<file path="src/rtl/ksa.sv">
// RC4 key-scheduling stage: permutes the shared 256x8 S memory in place from the key, 4 cycles per index.
// Optional `define KSA_INIT_EN adds a 256-cycle identity fill of S before scheduling starts.
module ksa #(
  parameter int KEY_BYTES = 3
) (
  input  logic                   clk,
  input  logic                   rst,
  input  logic                   en,
  output logic                   rdy,
  input  logic [8*KEY_BYTES-1:0] key,
  output logic [7:0]             s_addr,
  input  logic [7:0]             s_rddata,
  output logic [7:0]             s_wrdata,
  output logic                   s_wren
);

`ifdef KSA_INIT_EN
  typedef enum logic [2:0] {IDLE, FILL, RD_I, RD_J, WR_I, WR_J} state_t;
`else
  typedef enum logic [2:0] {IDLE, RD_I, RD_J, WR_I, WR_J} state_t;
`endif

  localparam logic [4:0] KLAST = 5'(KEY_BYTES - 1);

  state_t     state_q, state_d;
  logic [7:0] i_q, i_d;
  logic [7:0] j_q, j_d;
  logic [7:0] si_q, si_d;
  logic [4:0] kidx_q, kidx_d;
  logic [7:0] keybyte;
  logic [7:0] jn;

  // Byte 0 of the key sits in the most significant byte lane.
  always_comb begin
    keybyte = '0;
    for (int unsigned k = 0; k < KEY_BYTES; k++) begin
      if (kidx_q == 5'(k)) keybyte = key[8*(KEY_BYTES-1-k) +: 8];
    end
  end

  assign jn = j_q + s_rddata + keybyte;

  always_comb begin
    state_d  = state_q;
    i_d      = i_q;
    j_d      = j_q;
    si_d     = si_q;
    kidx_d   = kidx_q;
    rdy      = (state_q == IDLE);
    s_addr   = '0;
    s_wrdata = '0;
    s_wren   = 1'b0;
    case (state_q)
      IDLE: begin
        if (en) begin
          i_d    = '0;
          j_d    = '0;
          kidx_d = '0;
`ifdef KSA_INIT_EN
          state_d = FILL;
`else
          state_d = RD_I;
`endif
        end
      end
`ifdef KSA_INIT_EN
      // i doubles as the fill counter; it is back at 0 when scheduling begins.
      FILL: begin
        s_addr   = i_q;
        s_wrdata = i_q;
        s_wren   = 1'b1;
        i_d      = i_q + 8'd1;
        if (i_q == 8'hFF) state_d = RD_I;
      end
`endif
      RD_I: begin
        s_addr  = i_q;
        state_d = RD_J;
      end
      RD_J: begin
        s_addr  = jn;
        si_d    = s_rddata;
        j_d     = jn;
        state_d = WR_I;
      end
      WR_I: begin
        s_addr   = i_q;
        s_wrdata = s_rddata;
        s_wren   = 1'b1;
        state_d  = WR_J;
      end
      WR_J: begin
        s_addr   = j_q;
        s_wrdata = si_q;
        s_wren   = 1'b1;
        if (i_q == 8'hFF) begin
          state_d = IDLE;
        end else begin
          i_d     = i_q + 8'd1;
          kidx_d  = (kidx_q == KLAST) ? 5'd0 : kidx_q + 5'd1;
          state_d = RD_I;
        end
      end
      default: state_d = IDLE;
    endcase
  end

  always_ff @(posedge clk) begin
    if (rst) begin
      state_q <= IDLE;
      i_q     <= '0;
      j_q     <= '0;
      si_q    <= '0;
      kidx_q  <= '0;
    end else begin
      state_q <= state_d;
      i_q     <= i_d;
      j_q     <= j_d;
      si_q    <= si_d;
      kidx_q  <= kidx_d;
    end
  end

endmodule
</file>
<file path="config.mk">
export PLATFORM = sky130hd
export DESIGN_NAME = ksa
export DESIGN_NICKNAME = d
export VERILOG_FILES = /design/src/rtl/ksa.sv
export SDC_FILE = /design/constraint.sdc
export NUM_CORES = 1
export LEC_CHECK = 0
export CAP_MARGIN = 20
export CORE_MARGIN = 2
export CORE_UTILIZATION = 47
export CTS_BUF_LIST = sky130_fd_sc_hd__clkbuf_4 sky130_fd_sc_hd__clkbuf_8
export DETAILED_ROUTE_END_ITERATION = 7
export PLACE_DENSITY = 0.84
export RECOVER_POWER = 100
export SLEW_MARGIN = 15
export SYNTH_ARGS = -nofsm -noshare
export SYNTH_HDL_FRONTEND = slang
export SYNTH_SLANG_ARGS = --single-unit
</file>
<file path="constraint.sdc">
create_clock -name clk -period 3.5 [get_ports clk]
set_input_delay 0.35 -clock clk [delete_from_list [all_inputs] [get_ports clk]]
set_output_delay 0.35 -clock clk [all_outputs]
set_load 0.03 [all_outputs]
</file>
Yosys cells after proc, flatten, opt, wreduce, memory -nomap -nowiden
Index checks and enable logic that the tools add are counted.
Word-level totals
  bits of input ports: 35
  flip-flop bits (word level): 32
  output and inout port bits: 18
Operators by class
  eq/ne operators: 9
  mux-type cells: 17
  reduce and logical (&&, ||, !) cells: 8
  add/subtract/negate cells: 4
Operators with widths (count)
  8-bit case mux with 2 select lines: 3
  8-bit 2-to-1 mux: 5
  8-bit case mux with 3 select lines: 1
  8-bit adder: 2
  5-bit 2-to-1 mux: 3
  3-bit case mux with 5 select lines: 1
  5-bit case mux with 2 select lines: 1
  8-bit by 1-bit adder with 8-bit output, second input constant: 1
  8-bit equality test, second input constant: 1
  3-bit by 2-bit equality test with 1-bit output, second input constant: 2
  5-bit by 1-bit adder with 5-bit output, second input constant: 1
  5-bit by 1-bit equality test with 1-bit output, second input constant: 1
  5-bit by 2-bit equality test with 1-bit output, second input constant: 1
  5-bit logical NOT: 1
  2-bit inequality test, second input constant: 2
  2-bit nonzero test: 2
  2-bit OR reduction: 2
  3-bit by 1-bit equality test with 1-bit output, second input constant: 1
  3-bit equality test, second input constant: 1
  3-bit logical NOT: 1
  3-bit 2-to-1 mux: 1
  3-bit AND reduction: 1
  1-bit 2-to-1 mux: 2
  2-bit AND reduction: 1

Depth between registers and ports, before layout
  word-level depth: 6
  gate-level depth with buffers: 16
  gate-level depth less buffers: 15

Worst setup path before layout
OpenSTA, ideal clock, no wires.
  path kind: reg2out
  start point: reg kidx_q[1]
  end point: out s_addr[7]
  cell stages (with the launch flop): 17
  arrival: 3.791 ns
  slack: -0.641 ns
  path buffers: 1
  cells stage by stage: dfxtp_1 -> inv_1 -> ha_1 -> and3b_1 -> clkbuf_1 -> a22oi_1 -> nor2_1 -> a21oi_1 -> fa_1 -> inv_1 -> ha_1 -> fa_1 -> a211oi_1 -> o21ai_0 -> a21oi_1 -> xnor2_1 -> o21ai_0
On the way
  cells in the longest elaborated chain, start to end: 6
  elaborated cells on any way between the ends: 8
  those cells by class: 1 x add/sub; 2 x eq/ne; 4 x mux; 1 x reduce/logical
Ends and longest elaborated chain
  start: declaration: RTL line 29  | logic [4:0] kidx_q, kidx_d;
  start signal: assignment: RTL line 120  | kidx_q <= kidx_d;
  5-bit logical NOT: RTL line 37  | if (kidx_q == 5'(k)) keybyte = key[8*(KEY_BYTES-1-k) +: 8];
  8-bit 2-to-1 mux (2 in a row): RTL line 37
  8-bit 2-to-1 mux (*): RTL line 37
  8-bit adder (*): RTL line 41  | assign jn = j_q + s_rddata + keybyte;
  8-bit case mux with 3 select lines (*): RTL line 53  | case (state_q)
  end: declaration: RTL line 11  | output logic [7:0] s_addr,
Mark *: on every way between the ends. The rest lies on a longest branch, timed or not.

Final worst setup path
Same ends and word-level chain as after synthesis.

==> impl_metrics.py <==
metrics = {
    "setup_path": {
        "cp-startpoint": "kidx_q[1]$_SDFFE_PP0P_",
        "critPathKind": "register to output port",
        "start_kind": "register",
        "reg2reg_from": "kidx_q[1]$_SDFFE_PP0P_",
        "crit_chain": "inv_2 > ha_4 > and3b_2 > a22oi_2 > nor2_1 > a21oi_2 > fa_1 > inv_2 > ha_4 > fa_2 > a211oi_2 > o21ai_1 > a21oi_2 > xnor2_1 > o21ai_2 > buf_6",
        "worst-path-buf-inv": 3,
        "critPathSlowestCell": "fa_1",
        "critPathRequiredTime_ns": 3.15,
        "worstSetupEndpointType": "output port",
        "critPathTopFamily": "adder cells",
        "r2r_setup_slack_ns": 0.16,
        "cp_max_fo": 5,
        "r2r-end": "j_q[7]$_SDFFE_PP0P_",
        "crit_arrival_ns": 3.43,
        "r2r_cells": 16,
        "slowest_delay_ns": 0.49,
    },
    "final_layout": {
        "final_common_cell": "clkdlybuf4s50_1",
        "areaGrowthSynthToFinish_pct": 41.97,
        "final_core_util_pct": 69.54,
        "final_nets": 415,
        "antennaDiodeCount": 0,
        "layout_common_cells": "clkdlybuf4s50_1 (43), nand2_1 (41), buf_4 (31)",
        "layout-drive-gt1-share_pct": 23.27,
    },
    "synth": {
        "post-synth-top-area-cell": "dfxtp_1",
        "synth_top_family_by_area": "compound AO/OA/AOI/OAI gates",
        "synth_xor_area_share_pct": 6.057,
        "synth_seq_cells": 32,
        "synth_compound_area_share_pct": 25.31,
        "synthSimpleGateAreaFrac_pct": 21.42,
        "synth_flop_cell": "dfxtp_1",
        "netlist_instances": 290,
        "ys_async_sr_fraction_pct": 0,
        "synthAdderAreaFrac_pct": 12.87,
        "seq_area_frac_synth_pct": 27.69,
        "netlist_area_mm2": 0.002313,
        "synth_area_leaders": "dfxtp_1 (28%), fa_1 (6.9%), nand2_1 (6.7%)",
        "synth.distinct_cells": 44,
        "synth_top_area_share_pct": 27.69,
        "avgSynthCellArea_um2": 7.977,
        "synth.area.mux_share_pct": 0,
        "yosysWarningCount": 0,
        "synth-edff-count": 0,
        "syn_nets": 344,
    },
    "drt": {
        "drt_iter0_markers": 170,
        "dr_total_vias": 2372,
        "wire_per_inst_um": 15.36,
        "first_pass_iters": 5,
        "drtAntennaViolNets": 0,
        "avgViaCountPerCell": 5.542,
        "drc": 0,
        "wirelength_um": 6574,
    },
    "sta": {
        "tns_ns": -1.029,
        "period_share_pct": 108.0,
        "finalHoldViolations": 0,
        "worst_pin_slew_ns": 1.066,
        "drv_slew": 0,
        "postLayoutSetupSlackWorst_ns": -0.2798,
        "setup_viol_count_final": 5,
        "fin_hold_ws_ns": 0.4596,
        "slew_headroom_pct": 28.80,
        "rsz0062_at_grt": "true",
        "min_period_ns": 3.780,
        "fmax_ghz": 0.2646,
        "fin_worst_skew_ns": 0.002416,
    },
    "clock_tree": {
        "ctsHtreeMaxLevel": 2,
        "clk_latency_ns": 0.29,
        "clock_path_buffers": 2,
        "cts_sinks": 32,
        "clk_pin_slew_ns": 0.06,
        "root_buffer": "clkbuf_8",
        "numCtsBuffers": 5,
        "cts_tree": "yes",
    },
    "placement": {
        "gp_congestion": 0.8491,
        "dpl.hpwl_um": 4496,
        "io_buffers": 52,
    },
    "grt": {
        "grt_pass1_wl_um": 9908,
        "track_usage_pct": 23.48,
        "overflow": 0,
        "grt_max_degree": 26,
        "antenna_found_initial": 0,
        "grt_pass1_vias": 2152,
    },
    "die": {
        "chipWidth_um": 74.16,
        "fp.dieH_um": 74.16,
        "initial_utilization_pct": 48.98,
        "die_area_mm2": 0.005500,
        "row_count": 25,
        "core_area_mm2": 0.004723,
        "num_io_pins": 53,
    },
    "hold_path": {
        "whs_path_depth": 2,
        "whs_endpoint": "si_q[1]$_SDFFE_PP0P_",
        "min_from": "si_q[1]$_SDFFE_PP0P_",
        "hp-class": "register to register",
    },
    "pwr": {
        "powerDensity_mw_per_mm2": 469.0,
        "p_seq_share_pct": 27.0,
        "netSwitchingPower_w": 0.0005980,
        "power_frac_comb_pct": 54.9,
        "pwr-share-clk_pct": 18.1,
        "power.leakage_nw": 1.271,
        "p_sw_share_pct": 38.82,
        "intPower_w": 0.0009424,
        "vdd_drop_max_uv": 336.6,
        "power.total_w": 0.001540,
    },
    "run_status": {
        "outcome": "complete, but fails checks",
        "failed_checks": "negative setup slack",
    },
    "job": {
        "maxCapViolations": 0,
    },
}
how the worst max path moves through the flow:
stage	cells past startpoint	end	slack [ns]
after floorplan	16	s_addr[7]	-0.10
after CTS	16	s_addr[7]	-0.27
final	16	s_addr[7]	-0.28
after global routing	15	s_addr[7]	-0.45
after global placement	16	s_addr[7]	-0.1
after detailed placement	16	s_addr[7]	-0.22
synthesized netlist by cell type, drive strengths merged, types with 3 or more instances:
cell type  instances
a22o               8
nand2             41
xnor2             11
a21o               3
clkbuf            11
inv               17
fa                 8
ha                11
a22oi             15
xor2               5
a211oi             4
o21ai             21
nor2b              3
dfxtp             32
and2               5
buf                6
nor2              20
a21oi             28
nand3             11
nor3               6
tightest hold or removal path: cells and delay by family, from the launching register on:
| kind | cells | cell delay, ns |
|---|---|---|
| AOI/OAI and AO/OA | 1 | 0.05 |
| DFF | 1 | 0.31 |
| and+or+nand+nor | 1 | 0.05 |
final cells by class:
class                   count  area, µm²
repair buffers             81      739.5
flip-flops and latches     32      648.1
clock buffers               6      76.32
inverters                  17      63.81
clock inverters             1      5.005
well taps                  67      83.83
multi-input cells         224       1668
fillers                   343       1439
metal layers:
| metal | global-route usage (%) | vias up | part of all wire [%] |
|---|---|---|---|
| li1 | - | 1161 | - |
| met1 | 30.00 | 1106 | 43 |
| met5 | 0 | - | 0 |
| met4 | 8.687 | 0 | 1.6 |
| met2 | 39.09 | 95 | 48 |
| met3 | 5.014 | 10 | 7.7 |
registers in the layout (all words and copies together), names as in the netlist:
register  count
i_q           8
j_q           8
kidx_q        5
si_q          8
state_q       3
stage by stage:
stage	area, µm²	worst slack, ns	std cells
floorplan	2340	-0.1047	290
global placement	2994	-0.09501	413
detailed placement	2994	-0.2237	413
CTS	3186	-0.2743	423
global route	3284	-0.4495	428
finish	3284	-0.2798	428
what timing repair did:
| action | CTS | global route |
|---|---|---|
| cloned | 0 | 0 |
| hold buffers | 0 | 0 |
| setup buffers | 4 | 7 |
| endpoints found under the setup margin | 9 | 8 |
| pin swaps | 16 | 28 |
| gates resized for setup | 30 | 21 |
cells by family (layout without fill, tap and decap cells):
logic type                 count (synthesis)  in the layout
buffers and inverters                     34            105
and+or+nand+nor                           99             99
xor gates and xnor gates                  16             16
DFF                                       32             32
adders and majority gates                 19             19
AOI/OAI and AO/OA                         90             90
power by group through the flow:
| stage | combinational [W] | clock, W | sequential, W |
|---|---|---|---|
| 6_report | 0.000846 | 0.000279 | 0.000416 |
| 5_1_grt | 0.000908 | 0.000295 | 0.000418 |
| 4_1_cts | 0.000738 | 0.000285 | 0.000416 |
| 3_5_place_dp | 0.000662 | 0 | 0.000422 |
| 3_3_place_gp | 0.000650 | 0 | 0.000422 |
| 2_1_floorplan | 0.000443 | 0 | 0.000411 |
(Power assumes the default switching activity.)
